<file path="config.mk">
export PLATFORM = sky130hd
export DESIGN_NAME = async_fifo_read_stream_adapter_flat
export DESIGN_NICKNAME = d
export VERILOG_FILES = /design/src/rtl/async_fifo_pkg.sv /design/src/rtl/async_fifo_read_stream_adapter_if.sv /design/src/rtl/async_fifo_rd_prefetch_buf.sv /design/src/rtl/async_fifo_read_stream_adapter.sv /design/src/flat_wrapper.sv
export SDC_FILE = /design/constraint.sdc
export NUM_CORES = 1
export LEC_CHECK = 0
export BUFFER_PORTS_ARGS = -buffer_cell sky130_fd_sc_hd__buf_2
export CAP_MARGIN = 20
export CORE_MARGIN = 2
export CORE_UTILIZATION = 56
export DETAILED_ROUTE_END_ITERATION = 12
export PLACE_DENSITY_LB_ADDON = 0.15
export SETUP_SLACK_MARGIN = 0.3
export SYNTH_ARGS = -nofsm -noshare
export SYNTH_HDL_FRONTEND = slang
export SYNTH_SLANG_ARGS = --single-unit
</file>
<file path="constraint.sdc">
create_clock -name read_clk -period 7.4 [get_ports read_clk]
set_input_delay 0.74 -clock read_clk [delete_from_list [all_inputs] [get_ports read_clk]]
set_output_delay 0.74 -clock read_clk [all_outputs]
set_load 0.01 [all_outputs]
</file>
<file path="src/rtl/async_fifo_pkg.sv">
// Shared constants and types for the async FIFO read-side stream adapter.
package async_fifo_pkg;

    localparam int unsigned DEF_FIFO_DATA_WIDTH = 32;
    localparam int unsigned DEF_BUF_DEPTH       = 2;
    localparam int unsigned DEF_CNT_WIDTH       = 16;

    typedef logic [DEF_FIFO_DATA_WIDTH-1:0] fifo_word_t;

endpackage

</file>
<file path="src/rtl/async_fifo_read_stream_adapter_if.sv">
// FIFO read channel plus outgoing valid/ready stream, grouped for the adapter.
interface async_fifo_read_stream_adapter_if
    import async_fifo_pkg::*;
#(
    parameter int unsigned FIFO_DATA_WIDTH = DEF_FIFO_DATA_WIDTH,
    parameter int unsigned BUF_DEPTH       = DEF_BUF_DEPTH,
    parameter int unsigned CNT_WIDTH       = DEF_CNT_WIDTH
);

    logic                         rd_enable;
    logic                         read_fifo_pop;
    logic                         read_fifo_empty;
    logic [FIFO_DATA_WIDTH-1:0]   read_data;
    logic                         out_valid;
    logic                         out_ready;
    logic [FIFO_DATA_WIDTH-1:0]   out_data;
    logic [CNT_WIDTH-1:0]         out_count;
    logic [$clog2(BUF_DEPTH):0]   buf_occupancy;

    // Adapter side
    modport master (
        input  rd_enable, read_fifo_empty, read_data, out_ready,
        output read_fifo_pop, out_valid, out_data, out_count, buf_occupancy
    );

    // FIFO / consumer side
    modport slave (
        output rd_enable, read_fifo_empty, read_data, out_ready,
        input  read_fifo_pop, out_valid, out_data, out_count, buf_occupancy
    );

endinterface

</file>
<file path="src/rtl/async_fifo_rd_prefetch_buf.sv">
// Circular prefetch buffer: storage, wrapping pointers and occupancy.
module async_fifo_rd_prefetch_buf #(
    parameter int unsigned DATA_WIDTH = 32,
    parameter int unsigned DEPTH      = 2
) (
    input  logic                     clk,
    input  logic                     reset,
    input  logic                     enq,
    input  logic [DATA_WIDTH-1:0]    enq_data,
    input  logic                     deq,
    output logic [DATA_WIDTH-1:0]    deq_data,
    output logic [$clog2(DEPTH):0]   occupancy,
    output logic                     full,
    output logic                     empty
);

    localparam int unsigned PTR_WIDTH = $clog2(DEPTH);
    localparam int unsigned OCC_WIDTH = PTR_WIDTH + 1;

    logic [DATA_WIDTH-1:0] mem_q [DEPTH];
    logic [DATA_WIDTH-1:0] mem_d [DEPTH];
    logic [PTR_WIDTH-1:0]  wr_ptr_q, wr_ptr_d;
    logic [PTR_WIDTH-1:0]  rd_ptr_q, rd_ptr_d;
    logic [OCC_WIDTH-1:0]  occ_q, occ_d;

    // Next-state for storage, pointers and occupancy
    always_comb begin
        mem_d    = mem_q;
        wr_ptr_d = wr_ptr_q;
        rd_ptr_d = rd_ptr_q;
        occ_d    = occ_q;
        if (enq) begin
            mem_d[wr_ptr_q] = enq_data;
            wr_ptr_d        = wr_ptr_q + PTR_WIDTH'(1);
        end
        if (deq) begin
            rd_ptr_d = rd_ptr_q + PTR_WIDTH'(1);
        end
        case ({enq, deq})
            2'b10:   occ_d = occ_q + OCC_WIDTH'(1);
            2'b01:   occ_d = occ_q - OCC_WIDTH'(1);
            default: occ_d = occ_q;
        endcase
    end

    // Pointer and occupancy registers
    always_ff @(posedge clk) begin
        if (reset) begin
            wr_ptr_q <= '0;
            rd_ptr_q <= '0;
            occ_q    <= '0;
        end else begin
            wr_ptr_q <= wr_ptr_d;
            rd_ptr_q <= rd_ptr_d;
            occ_q    <= occ_d;
        end
    end

    // Storage needs no reset; contents are only visible when occupied
    always_ff @(posedge clk) begin
        mem_q <= mem_d;
    end

    assign deq_data  = mem_q[rd_ptr_q];
    assign occupancy = occ_q;
    assign full      = (occ_q == OCC_WIDTH'(DEPTH));
    assign empty     = (occ_q == '0);

endmodule

</file>
<file path="src/rtl/async_fifo_read_stream_adapter.sv">
// Pops the async FIFO read channel and re-presents words as a valid/ready stream.
module async_fifo_read_stream_adapter
    import async_fifo_pkg::*;
#(
    parameter int unsigned FIFO_DATA_WIDTH = DEF_FIFO_DATA_WIDTH,
    parameter int unsigned BUF_DEPTH       = DEF_BUF_DEPTH,
    parameter int unsigned CNT_WIDTH       = DEF_CNT_WIDTH
) (
    input  logic                             read_clk,
    input  logic                             read_reset,
    async_fifo_read_stream_adapter_if.master bus
);

    localparam int unsigned OCC_WIDTH = $clog2(BUF_DEPTH) + 1;

    logic                       inflight_q, inflight_d;
    logic [CNT_WIDTH-1:0]       count_q, count_d;
    logic                       buf_empty;
    logic                       buf_full;
    logic [OCC_WIDTH-1:0]       occ;
    logic [FIFO_DATA_WIDTH-1:0] head_data;
    logic                       out_valid_c;
    logic                       deq_c;
    logic                       pop_c;
    logic [OCC_WIDTH:0]         proj_occ_c;

    async_fifo_rd_prefetch_buf #(
        .DATA_WIDTH (FIFO_DATA_WIDTH),
        .DEPTH      (BUF_DEPTH)
    ) u_buf (
        .clk       (read_clk),
        .reset     (read_reset),
        .enq       (inflight_q),
        .enq_data  (bus.read_data),
        .deq       (deq_c),
        .deq_data  (head_data),
        .occupancy (occ),
        .full      (buf_full),
        .empty     (buf_empty)
    );

    // Pop only if the word will still have a slot once this cycle's traffic settles
    always_comb begin
        out_valid_c = !buf_empty;
        deq_c       = out_valid_c && bus.out_ready;
        proj_occ_c  = {1'b0, occ} + (OCC_WIDTH+1)'(inflight_q) - (OCC_WIDTH+1)'(deq_c);
        pop_c       = !read_reset && bus.rd_enable && !bus.read_fifo_empty &&
                      (proj_occ_c < (OCC_WIDTH+1)'(BUF_DEPTH));
        inflight_d  = pop_c;
        count_d     = count_q + CNT_WIDTH'(deq_c);
    end

    // In-flight flag and delivered-word counter
    always_ff @(posedge read_clk) begin
        if (read_reset) begin
            inflight_q <= 1'b0;
            count_q    <= '0;
        end else begin
            inflight_q <= inflight_d;
            count_q    <= count_d;
        end
    end

    assign bus.read_fifo_pop = pop_c;
    assign bus.out_valid     = out_valid_c;
    assign bus.out_data      = head_data;
    assign bus.out_count     = count_q;
    assign bus.buf_occupancy = occ;

    // Protocol checks
    a_no_pop_when_empty: assert property (@(posedge read_clk) disable iff (read_reset)
        pop_c |-> !bus.read_fifo_empty);
    a_no_enq_at_full: assert property (@(posedge read_clk) disable iff (read_reset)
        inflight_q |-> !buf_full);
    a_out_stable: assert property (@(posedge read_clk) disable iff (read_reset)
        (out_valid_c && !bus.out_ready) |=> (out_valid_c && $stable(head_data)));

endmodule
</file>
<file path="src/flat_wrapper.sv">
// flat-port wrapper written by rule: the top's interface ports become plain ports
module async_fifo_read_stream_adapter_flat import async_fifo_pkg::*;
#(
    parameter int unsigned FIFO_DATA_WIDTH = DEF_FIFO_DATA_WIDTH,
    parameter int unsigned BUF_DEPTH       = DEF_BUF_DEPTH,
    parameter int unsigned CNT_WIDTH       = DEF_CNT_WIDTH
)
  (read_clk, read_reset, bus_rd_enable, bus_read_fifo_empty, bus_read_data, bus_out_ready, bus_read_fifo_pop, bus_out_valid, bus_out_data, bus_out_count, bus_buf_occupancy);
  async_fifo_read_stream_adapter_if #(.FIFO_DATA_WIDTH(FIFO_DATA_WIDTH), .BUF_DEPTH(BUF_DEPTH), .CNT_WIDTH(CNT_WIDTH)) bus_i ();
  input  logic read_clk;
  input  logic read_reset;
  input wire logic [$bits(bus_i.rd_enable)-1:0] bus_rd_enable;
  input wire logic [$bits(bus_i.read_fifo_empty)-1:0] bus_read_fifo_empty;
  input wire logic [$bits(bus_i.read_data)-1:0] bus_read_data;
  input wire logic [$bits(bus_i.out_ready)-1:0] bus_out_ready;
  output wire logic [$bits(bus_i.read_fifo_pop)-1:0] bus_read_fifo_pop;
  output wire logic [$bits(bus_i.out_valid)-1:0] bus_out_valid;
  output wire logic [$bits(bus_i.out_data)-1:0] bus_out_data;
  output wire logic [$bits(bus_i.out_count)-1:0] bus_out_count;
  output wire logic [$bits(bus_i.buf_occupancy)-1:0] bus_buf_occupancy;
  assign bus_i.rd_enable = bus_rd_enable;
  assign bus_i.read_fifo_empty = bus_read_fifo_empty;
  assign bus_i.read_data = bus_read_data;
  assign bus_i.out_ready = bus_out_ready;
  assign bus_read_fifo_pop = bus_i.read_fifo_pop;
  assign bus_out_valid = bus_i.out_valid;
  assign bus_out_data = bus_i.out_data;
  assign bus_out_count = bus_i.out_count;
  assign bus_buf_occupancy = bus_i.buf_occupancy;
  async_fifo_read_stream_adapter #(.FIFO_DATA_WIDTH(FIFO_DATA_WIDTH), .BUF_DEPTH(BUF_DEPTH), .CNT_WIDTH(CNT_WIDTH)) u_core (.read_clk(read_clk), .read_reset(read_reset), .bus(bus_i));
endmodule
</file>
* Yosys cells after proc, flatten, opt, wreduce, memory -nomap -nowiden
Cells that the tools add are included.
** Storage, ports and cells
- Output and inout port bits :: 52
- Memory bits (writable) :: 0
- Memories kept :: 0
- Bits in latches :: 0
- Word-level logic and storage cells :: 39
- Memory bits (read-only) :: 0
- Input bits :: 37
- Flip-flop bits (word level) :: 85
** Operators by class
- Magnitude comparators :: 4
- Mux-type cells :: 7
- Bitwise operators :: 2
- Divide/modulo/power cells :: 0
- Equal/unequal tests :: 2
- Add/sub/neg operators :: 7
- Shift operators :: 0
- Reduce and logical (&&, ||, !) cells :: 10
- Multipliers :: 0
** Operator list (count)
- 2-to-1 mux 32 bit :: 4
- bitwise mux 64 bit :: 1
- demux 32 bit (select 1 bit) :: 1
- adder 16 x 1 -> 16 bit :: 1
- logical AND 1 bit :: 5
- greater-or-equal comparator 2 bit (second input constant) :: 2
- inverter 1 -> 2 bit :: 2
- case mux 2 bit (2 select lines) :: 1
- adder 2 x 1 -> 3 bit :: 1
- logical NOT 1 bit :: 3
- less-than comparator 3 x 2 -> 1 bit (second input constant) :: 1
- subtractor 3 x 1 -> 3 bit :: 1
- adder 1 bit (second input constant) :: 2
- adder 2 x 1 -> 2 bit (second input constant) :: 1
- equality test 2 x 1 -> 1 bit (second input constant) :: 1
- equality test 2 bit (second input constant) :: 1
- logical NOT 2 bit :: 1
- less-than comparator 2 x 1 -> 1 bit (second input constant) :: 1
- nonzero test 2 bit :: 1
- subtractor 2 x 1 -> 2 bit (second input constant) :: 1

* Longest topological paths before layout
Gate-level depths: netlist (run 1).
- Depth after elaboration :: 6
- Depth in mapped cells :: 9
- Mapped depth without buffers :: 9

* By module
From an unflattened synthesis (run 1), not the netlist that was laid out.
** Second synthesis, totals
- Cell total of the unflattened synthesis :: 208
- Area, all modules :: 3304.4 um2
** By module, submodules not included
- async_fifo_rd_prefetch_buf :: cells an instance 120, area each 2483.6 um2, sequential area each 2001.9 um2, instances 1
- async_fifo_read_stream_adapter :: cells an instance 88, area each 820.8 um2, sequential area each 340.3 um2, instances 1

* Least setup slack after synthesis (run 1)
Ideal clock, no wire load.
- Path type :: register to output
- Start point :: reg u_core.u_buf.occ_q[1], in the netlist u_core.u_buf.occupancy[1]
- End point :: out bus_read_fifo_pop
- Required time :: 6.660 ns
- Path buffers :: 0
- Arrival time :: 1.902 ns
- Slack :: 4.758 ns
- Stages on the path, launching flop included :: 7
- Cell sequence :: dfxtp_1 or2_2 nand2_1 nor2_1 fa_1 nand2_1 nor4_1
** Between the ends
- Longest elaborated chain between the ends :: 6
- Elaborated cells on any way between the ends :: 7
- Those cells by class :: add/sub (2); order compare (1); reduce/logical (4)
** Ends and longest elaborated chain
- start: declaration :: line async_fifo_rd_prefetch_buf.sv:24 : logic [OCC_WIDTH-1:0] occ_q, occ_d;
- start signal: assignment :: line async_fifo_rd_prefetch_buf.sv:51 : occ_q <= '0;
- start signal: assignment :: line async_fifo_rd_prefetch_buf.sv:55 : occ_q <= occ_d;
- logical NOT 2 bit :: line async_fifo_rd_prefetch_buf.sv:67 : assign empty = (occ_q == '0);
- logical NOT 1 bit :: line async_fifo_read_stream_adapter.sv:44 : out_valid_c = !buf_empty;
- via bus_out_valid :: line flat_wrapper.sv:17 : output wire logic [$bits(bus_i.out_valid)-1:0] bus_out_valid;
- logical AND 1 bit :: line async_fifo_read_stream_adapter.sv:45 : deq_c = out_valid_c && bus.out_ready;
- subtractor 3 x 1 -> 3 bit :: line async_fifo_read_stream_adapter.sv:46 : proj_occ_c = {1'b0, occ} + (OCC_WIDTH+1)'(inflight_q) - (OCC_WIDTH+1)'(deq_c);
- less-than comparator 3 x 2 -> 1 bit :: line async_fifo_read_stream_adapter.sv:48 : (proj_occ_c < (OCC_WIDTH+1)'(BUF_DEPTH));
- logical AND 1 bit :: line async_fifo_read_stream_adapter.sv:47 : pop_c = !read_reset && bus.rd_enable && !bus.read_fifo_empty &&
- end: declaration :: line flat_wrapper.sv:16 : output wire logic [$bits(bus_i.read_fifo_pop)-1:0] bus_read_fifo_pop;
The timed path passes the listed nets, and every way through them passes these cells.

* Worst setup path after layout (run 1)
- Start point :: reg u_core.u_buf.occ_q[1], in the netlist u_core.u_buf.occupancy[1]
- End point :: out bus_read_fifo_pop
** Between the ends
- Longest elaborated chain between the ends :: 6
- Elaborated cells on any way between the ends :: 7
- Those cells by class :: add/sub (2); order compare (1); reduce/logical (4)
** Ends and longest elaborated chain (line)
- parallel branches: the longest is 3 deep, another holds adder 2 x 1 -> 3 bit
- subtractor 3 x 1 -> 3 bit (*) :: async_fifo_read_stream_adapter.sv:46
- less-than comparator 3 x 2 -> 1 bit (*) :: async_fifo_read_stream_adapter.sv:48
- logical AND 1 bit (*) :: async_fifo_read_stream_adapter.sv:47
Mark *: on every way between the ends.

==> results of run 1 <==
[power by group through the flow]
| stage | clock (mW) | sequential (mW) | combinational [mW] |
|---|---|---|---|
| 6_report | 0.412 | 0.525 | 0.0464 |
| 5_1_grt | 0.437 | 0.526 | 0.0514 |
| 4_1_cts | 0.420 | 0.525 | 0.0474 |
| 3_5_place_dp | 0 | 0.536 | 0.0469 |
| 3_3_place_gp | 0 | 0.536 | 0.0456 |
| 2_1_floorplan | 0 | 0.534 | 0.0245 |
[placed cells by master, fill, tap and decap left out, types with 6 or more instances in the layout]
master    synthesis  routed
buf_2             1      88
edfxtp_1         64      64
mux2_2           32      32
dfxtp_1          21      21
nor2_1           18      18
xor2_1           10      10
clkbuf_8          0       9
nand2_1           8       8
xnor2_1           6       6
[critical path, cell delays in order, from the launching register on]
cell     delay (ns)
dfxtp_1        0.39
or2_2          0.33
nand2_1        0.13
nor2_1         0.08
fa_1           0.52
nand2_1        0.07
nor4_1         0.22
buf_2          0.18
[per-stage QoR]
stage | util | hold slack (ns) | power [mW]
final | 0.7264 | 0.5013 | 0.9838
after global placement | 0.6804 | 0.4774 | 0.5812
after CTS | 0.7264 | 0.5092 | 0.9924
after detailed placement | 0.6804 | 0.4963 | 0.5831
after floorplan | - | 0.4983 | 0.5587
after global routing | 0.7264 | 0.5398 | 1.015
[area by class of cell]
class | instances | area (µm²) | area share
multi-input combinational | 116 | 897.1 | 0.2216
timing repair buffer | 90 | 455.4 | 0.1125
sequential | 85 | 2342 | 0.5785
inverter | 2 | 7.507 | 0.001854
clock buffer | 11 | 131.4 | 0.03245
clock inverter | 5 | 125.1 | 0.03090
tap | 72 | 90.09 | 0.02225
[flip-flops by register name (all words and copies together) (netlist names)]
register / flops
u_core.bus.out_count: 16
u_core.u_buf.wr_ptr_q: 1
u_core.u_buf.rd_ptr_q: 1
u_core.u_buf.occupancy: 2
u_core.u_buf.mem_q: 64
u_core.inflight_q: 1
[final timing paths]
| check | start | to | slack (ns) | cells past startpoint |
|---|---|---|---|---|
| setup / recovery | u_core.u_buf.occupancy[1]$_SDFFE_PP0N_ | bus_read_fifo_pop | 4.41 | 7 |
| setup reg to reg | u_core.u_buf.occupancy[1]$_SDFFE_PP0N_ | u_core.bus.out_count[15]$_SDFF_PP0_ | 5.25 | 8 |
| hold reg to reg | u_core.bus.out_count[14]$_SDFF_PP0_ | u_core.bus.out_count[14]$_SDFF_PP0_ | 0.50 | 2 |
| hold / removal | u_core.bus.out_count[14]$_SDFF_PP0_ | u_core.bus.out_count[14]$_SDFF_PP0_ | 0.50 | 2 |
[per-layer routing]
| layer | wire (µm) | vias to the layer above | track usage |
|---|---|---|---|
| li1 | - | 961 | - |
| met1 | 2337 | 949 | 0.2315 |
| met5 | 0 | - | 0 |
| met4 | 128 | 0 | 0.1068 |
| met2 | 2907 | 51 | 0.3167 |
| met3 | 323 | 10 | 0.04045 |
[logic make-up (layout without fill, tap and decap cells)]
kind of cell,Yosys count,after routing
adder cells (fa/ha/maj),3,3
multiplexers,32,32
AND/OR/NAND/NOR,57,57
flip-flops,85,85
XOR/XNOR,16,16
AO/OA/AOI/OAI,8,8
buffers and inverters,9,108
==> metrics, run 1 <==
power share of the clock group 0.419; dominant combinational cell family by area after synthesis multiplexers; final routed wirelength across all metal layers 5696 µm; number of violations of the max-capacitance limit 0; Final min period 2.994 ns; Fin Clk Skew 0.008581 ns; proportion of power drawn by flip-flops and latches 0.534; TritonCTS clock tree done; share of the yosys chip area belonging to registers 0.7170; Compound-Gate Fraction of Synth Area 0.01417; WP data required 6.66 ns; number of search-and-repair iterations in the first detailed-routing pass 4; number of hold-slack violations in the final timing report 0; cell area power density 243.0 mW/mm²; Synth area leaders edfxtp_1 (59%), dfxtp_1 (13%), mux2_2 (11%); async set or reset register ratio after synthesis 0; post-place setup slack 4.601 ns; average wire per standard cell 14.95 µm; GRT Util Overall 0.1907; flip-flop and latch count after synthesis 85; Design Area, Final 0.004049 mm²; Clock Sink Count 85; Net Switching 0.1819 mW; Horiz. Die Dim 80.38 µm; DPL Wire Length 3828 µm; number of flops mapped to enable cells by yosys 64; fraction of final layout cells with drive strength greater than 1 0.4595; Crit Path Class reg2out; largest net degree at the start of global routing 33; post-synthesis cell type count 31; core area 0.005574 mm²; wire length of the first global-routing pass 9073 µm; Worst-Skew Late Latency 0.35 ns; Layout Cells excl Fill 381; mux share of post-synthesis cell area 0.1103; number of slew-limit violations in the final report 0; number of antenna repair diodes 0; initial standard-cell utilization of the core 0.5861; worst-case headroom to the max-slew limit 0.3940; Port Buffers 88; most frequently used flop master after synthesis edfxtp_1; count of unresolved DRC violations after routing 0; syn_nets 250; biggest area consumer among synthesized cells edfxtp_1; post-placement cell area 0.003792 mm²; hold buffers post-CTS 0; top cells by count, synth edfxtp_1 (64), mux2_2 (32), dfxtp_1 (21); Core Rows 27; clock tree root buffer cell clkbuf_8; area added between synthesis and finish 23.94%; switching part of the total power 0.1849; type of origin of the critical path register; Clock Pin Slew Worst Setup and Hold Paths 0.07 ns; number of warnings reported in the yosys synthesis log 0; Hold Path Class reg2reg; number of instances in the synthesized netlist 210; top-area cell type share of the netlist area 0.5883; internal power 0.8019 mW; Die Outline Area 0.006461 mm²; final setup TNS 0 ns; CTS Buffer Depth 2; Max IR drop VDD 0.1497 mV; routed via count divided by cell count 5.173; number of primary I/O pins 89; endpoints failing setup 0; XOR/XNOR Fraction of Synth Area 0.04290; initial detailed-routing violation count 109; die outline height 80.38 µm; layout filler cell count 389; CTS H-tree lvls 3; critical path capture point type primary output; Leakage Power 1.571 nW; vias after detailed routing 1,971; arrival time at the worst endpoint 2.25 ns; unrepaired setup endpoints after global routing no; status completed; number of global-route vias before repair 1,940; gr ovfl total 0; antenna violation net count after detailed routing 0; Simple-Gate Fraction of Synth Area 0.09115; Comb pwr share 0.047; CP Max Fanout 8; count of placed standard cells including taps 365; Final GP Congestion 0.7286; post-synthesis share of cell area spent on full adders, half adders and majority gates 0.01379; final worst-path setup slack 4.406 ns; mean area per synthesized cell 15.56 µm²; Worst Max-Slew Pin Slew 0.9071 ns; initial antenna violation count 0; area of the mapped netlist 0.003267 mm²; Net count, final 344; Setup Fix Bufs, Post-CTS 0; number of CTS-inserted buffers 9; most common cell in the synthesized netlist edfxtp_1; post-cts sizing count 0; Fmax achieved 334.0 MHz; post-route fraction of the period consumed by the critical path 0.4045
Note: power is estimated with default switching activity, not from simulation.
==> inputs of run 2 (changes only) <==
- CORE_UTILIZATION: 56 -> 52
- clock period: 7.4 -> 2.8 ns (I/O delays scaled with it)
==> metrics, run 2 (synthesized netlist as in run 1, its figures left out) <==
status completed; CP Max Fanout 7; final setup TNS 0 ns; clock tree root buffer cell clkbuf_8; CTS H-tree lvls 3; gr ovfl total 0; largest register by flop count u_core.u_buf.mem_q; flip-flop count of the largest register, all copies and words added 64; post-place setup slack 0.6936 ns; count of unresolved DRC violations after routing 0; met1 track demand over resource in global routing 0.1937; busiest metal layer after global routing met2; post-route fraction of the period consumed by the critical path 0.8579; cells along the critical path or2_4, nand2_2, nor2_1, fa_1, nand2_2, nor4_1, buf_2; r2r startpoint u_core.u_buf.occupancy[0]$_SDFFE_PP0N_; Leakage Power 1.548 nW; GRT Util Overall 0.1648; Layout Cells excl Fill 386; Port Buffers 88; type of origin of the critical path register; Clock Sink Count 85; CTS Buffer Depth 2; layout filler cell count 452; Worst Max-Slew Pin Slew 0.5491 ns; final worst-path setup slack 0.3978 ns; Fmax achieved 416.3 MHz; slack of the worst reg-to-reg path 0.85 ns; number of slew-limit violations in the final report 0; Core Rows 28; average wire per standard cell 14.64 µm; fraction of final layout cells with drive strength greater than 1 0.4662; arrival time at the worst endpoint 2.12 ns; endpoints failing setup 0; Final min period 2.402 ns; number of search-and-repair iterations in the first detailed-routing pass 4; Horiz. Die Dim 83.26 µm; Final GP Congestion 0.7425; endpoint of the worst register-to-register path u_core.bus.out_count[14]$_SDFF_PP0_; Net count, final 347; vias after detailed routing 1,947; worst hold endpoint u_core.u_buf.mem_q[22]$_DFFE_PP_; number of global-route vias before repair 1,928; Comb pwr share 0.055; count of placed standard cells including taps 369; number of CTS-inserted buffers 9; internal power 1.842 mW; Fin Clk Skew 0.009282 ns; area added between synthesis and finish 22.56%; final routed wirelength across all metal layers 5651 µm; Hold Path Class in2reg; Die Outline Area 0.006932 mm²; wire length of the first global-routing pass 8949 µm; number of antenna repair diodes 0; cell area power density 573.4 mW/mm²; antenna violation net count after detailed routing 0; number of violations of the max-capacitance limit 0; routed via count divided by cell count 5.044; DPL Wire Length 3788 µm; Crit Path Class reg2out; Net Switching 0.4533 mW; family with the most delay on the worst path simple AND/OR/NAND/NOR gates; number of primary I/O pins 89; TritonCTS clock tree done; worst-case headroom to the max-slew limit 0.6305; critical path's largest stage delay 0.56 ns; critical path capture point type primary output; Max IR drop VDD 0.3240 mV; switching part of the total power 0.1974; proportion of power drawn by flip-flops and latches 0.603; commonest non-fill, non-tap cells in the layout buf_2 (88), edfxtp_1 (64), mux2_2 (32), dfxtp_1 (20), nor2_1 (18); largest net degree at the start of global routing 33; Register-to-Register Path Depth 8; hold buffers post-CTS 0; core utilization of the finished layout 0.6683; Worst-Skew Late Latency 0.33 ns; hold_sp bus_read_data[22]; initial antenna violation count 0; leading cell type in the layout, fill and taps excluded buf_2; die outline height 83.26 µm; initial standard-cell utilization of the core 0.5453; fraction of met3 tracks used by global routing 0.04374; number of cells on the worst hold path 1; unrepaired setup endpoints after global routing no; WP data required 2.52 ns; core area 0.005991 mm²; power share of the clock group 0.342; most common cell type on the critical path nand2_2; met2 Track Usage GR 0.2801; initial detailed-routing violation count 99; Buf+Inv Stages, Crit Path 1; Clock Pin Slew Worst Setup and Hold Paths 0.08 ns; number of hold-slack violations in the final timing report 0; Critical-path top delay cell fa_1
==> run 2: metrics by stage <==
step           total power [mW]  hold slack (ns)  cell area (µm²)
2_1_floorplan             1.477           0.3516             3267
3_3_place_gp              1.537           0.4683             3804
3_5_place_dp              1.541           0.4722             3804
4_1_cts                   2.322           0.1130             3978
5_1_grt                   2.382           0.1078             4004
6_report                  2.296           0.1304             4004
==> run 2: power by group through the flow <==
stage	clock network [mW]	registers [mW]	logic (mW)
3_5_place_dp	0	1.41	0.126
6_report	0.785	1.38	0.126
5_1_grt	0.856	1.39	0.139
2_1_floorplan	0	1.41	0.0647
3_3_place_gp	0	1.41	0.124
4_1_cts	0.809	1.39	0.127
==> run 2: metal layers <==
| metal | share of wire | wire length, µm |
|---|---|---|
| met1 | 0.42 | 2353 |
| met2 | 0.52 | 2954 |
| met3 | 0.046 | 261 |
| met4 | 0.015 | 82 |
| met5 | 0 | 0 |
==> run 2: worst max path at each step <==
stage | startpoint | to | slack, ns | depth (start not counted)
2_1_floorplan | u_core.inflight_q$_SDFF_PP0_ | u_core.u_buf.mem_q[32]$_DFFE_PP_ | 0.31 | 2
3_3_place_gp | u_core.u_buf.occupancy[1]$_SDFFE_PP0N_ | bus_read_fifo_pop | 0.71 | 7
3_5_place_dp | u_core.u_buf.occupancy[1]$_SDFFE_PP0N_ | bus_read_fifo_pop | 0.69 | 7
4_1_cts | u_core.u_buf.occupancy[1]$_SDFFE_PP0N_ | bus_read_fifo_pop | 0.31 | 7
5_1_grt | u_core.u_buf.occupancy[1]$_SDFFE_PP0N_ | bus_read_fifo_pop | 0.32 | 7
6_report | u_core.u_buf.occupancy[1]$_SDFFE_PP0N_ | bus_read_fifo_pop | 0.40 | 7
==> run 2: repair_timing <==
| action | CTS | global route |
|---|---|---|
| gates resized for setup | 0 | 5 |
| setup endpoints to repair | 0 | 1 |
| setup buffers | 0 | 2 |
==> run 2: final cells by class <==
class                   instances  area, µm²  share of cell area
repair buffers                 93      478.0              0.1194
multi-input cells             116      904.6              0.2259
clock buffers                  12      135.1             0.03375
inverters                       2      7.507            0.001875
well taps                      75      93.84             0.02344
flip-flops and latches         85       2346              0.5859
clock inverters                 3      38.79            0.009688
==> run 2: worst reg2reg max path, stage by stage, from the launching register on <==
cell and delay, ns:
dfxtp_1 0.41, or2_4 0.16, nand2_2 0.06, inv_1 0.06
ha_1 0.23, ha_1 0.28, nand2_1 0.13, or4_1 0.41
a21oi_1 0.15
==> inputs of run 3 (changes only) <==
- RECOVER_POWER: not set -> 25
==> metrics, run 3 (synthesized netlist as in run 1, its figures left out) <==
status completed; proportion of power drawn by flip-flops and latches 0.603; Core Rows 28; WP data required 2.52 ns; Port Buffers 88; count of placed standard cells including taps 369; Horiz. Die Dim 83.26 µm; fraction of final layout cells with drive strength greater than 1 0.4373; Die Outline Area 0.006932 mm²; type of origin of the critical path register; routed via count divided by cell count 5.067; wire length of the first global-routing pass 8949 µm; Comb pwr share 0.054; CTS H-tree lvls 3; arrival time at the worst endpoint 2.12 ns; gr ovfl total 0; count of unresolved DRC violations after routing 0; Max IR drop VDD 0.3233 mV; die outline height 83.26 µm; switching part of the total power 0.1983; Fin Clk Skew 0.008700 ns; number of primary I/O pins 89; r2r startpoint u_core.u_buf.occupancy[0]$_SDFFE_PP0N_; number of slew-limit violations in the final report 0; number of antenna repair diodes 0; Fmax achieved 416.0 MHz; number of search-and-repair iterations in the first detailed-routing pass 4; launching element of the worst setup path u_core.u_buf.occupancy[1]$_SDFFE_PP0N_; core utilization of the finished layout 0.6665; vias after detailed routing 1,956; Final GP Congestion 0.7425; Net count, final 347; clock tree root buffer cell clkbuf_8; Layout Cells excl Fill 386; largest register by flop count u_core.u_buf.mem_q; CTS Buffer Depth 2; endpoint of the worst register-to-register path u_core.bus.out_count[14]$_SDFF_PP0_; number of hold-slack violations in the final timing report 0; flip-flop count of the largest register, all copies and words added 64; Hold Path Class in2reg; commonest non-fill, non-tap cells in the layout buf_2 (79), edfxtp_1 (64), mux2_2 (32), dfxtp_1 (20), nor2_1 (18); Final min period 2.404 ns; initial standard-cell utilization of the core 0.5453; Clock Sink Count 85; final setup TNS 0 ns; unrepaired setup endpoints after global routing no; area added between synthesis and finish 22.21%; Register-to-Register Path Depth 8; number of CTS-inserted buffers 9; core area 0.005991 mm²; average wire per standard cell 14.65 µm; antenna violation net count after detailed routing 0; Leakage Power 1.523 nW; initial detailed-routing violation count 112; Worst Max-Slew Pin Slew 0.5463 ns; GRT Util Overall 0.1648; post-route fraction of the period consumed by the critical path 0.8585; CP Max Fanout 7; Clock Pin Slew Worst Setup and Hold Paths 0.08 ns; Worst-Skew Late Latency 0.33 ns; number of global-route vias before repair 1,928; worst-case headroom to the max-slew limit 0.6324; critical path capture point type primary output; hold buffers post-CTS 0; number of violations of the max-capacitance limit 0; slack of the worst reg-to-reg path 0.85 ns; final routed wirelength across all metal layers 5654 µm; Crit Path Class reg2out; DPL Wire Length 3788 µm; endpoints failing setup 0; cell area power density 575.1 mW/mm²; worst setup path endpoint bus_read_fifo_pop; power share of the clock group 0.343; largest net degree at the start of global routing 33; TritonCTS clock tree done; leading cell type in the layout, fill and taps excluded buf_2; initial antenna violation count 0; Net Switching 0.4554 mW; internal power 1.841 mW
## run 3: cell count changes in the layout (fill, tap and decap cells not counted)
cell	previous run	this run
buf_2	88	79
clkbuf_1	3	12
## run 3: final cells by class
cell class                      instances  area [µm²]
Sequential cell                        85        2346
Fill cell                             459        1998
Multi-Input combinational cell        116       904.6
Timing Repair Buffer                   93       466.7
Clock buffer                           12       135.1
Tap cell                               75       93.84
Clock inverter                          3       38.79
Inverter                                2       7.507
## run 3: timing repair
action	CTS	global route
setup endpoints to repair	0	1
gates resized for setup	0	5
setup buffers	0	2
## run 3: power groups by stage
stage / Clock (mW) / Sequential (mW) / Combinational [mW]
global route: 0.856 / 1.39 / 0.137
floorplan: 0 / 1.41 / 0.0647
detailed placement: 0 / 1.41 / 0.126
CTS: 0.809 / 1.39 / 0.127
finish: 0.787 / 1.38 / 0.125
global placement: 0 / 1.41 / 0.124
## run 3: how the worst min path moves through the flow
| stage | depth (start not counted) | start | slack, ns | to |
|---|---|---|---|---|
| 6_report | 1 | bus_read_data[22] | 0.13 | u_core.u_buf.mem_q[22]$_DFFE_PP_ |
| 5_1_grt | 1 | bus_read_data[22] | 0.11 | u_core.u_buf.mem_q[22]$_DFFE_PP_ |
| 4_1_cts | 1 | bus_read_data[13] | 0.11 | u_core.u_buf.mem_q[45]$_DFFE_PP_ |
| 3_5_place_dp | 1 | bus_read_data[22] | 0.47 | u_core.u_buf.mem_q[22]$_DFFE_PP_ |
| 3_3_place_gp | 1 | bus_read_data[25] | 0.47 | u_core.u_buf.mem_q[25]$_DFFE_PP_ |
| 2_1_floorplan | 1 | read_reset | 0.35 | u_core.bus.out_count[0]$_SDFF_PP0_ |
## run 3: routing by layer
| layer | global-route usage | wire length, µm | part of all wire | vias to the layer above |
|---|---|---|---|---|
| li1 | - | - | - | 967 |
| met1 | 0.1937 | 2338 | 0.41 | 925 |
| met2 | 0.2801 | 2944 | 0.52 | 56 |
| met3 | 0.04374 | 289 | 0.051 | 8 |
| met4 | 0.08048 | 82 | 0.015 | 0 |
| met5 | 0 | 0 | 0 | - |
## run 3: critical path, cell delays in order (launching register included)
cell and delay [ns]:
dfxtp_4 0.37, or2_4 0.26, nand2_2 0.09, nor2_1 0.06, fa_1 0.56, nand2_2 0.06, nor4_1 0.23, buf_2 0.17
## run 3: stage by stage
stage	area [µm²]	power [mW]	hold WS [ns]	setup WS, ns
after floorplan	3267	1.477	0.3516	0.3143
after global placement	3804	1.537	0.4683	0.7078
after detailed placement	3804	1.541	0.4722	0.6936
after CTS	3978	2.322	0.1130	0.3054
after global routing	3993	2.380	0.1078	0.3166
final	3993	2.296	0.1305	0.3961
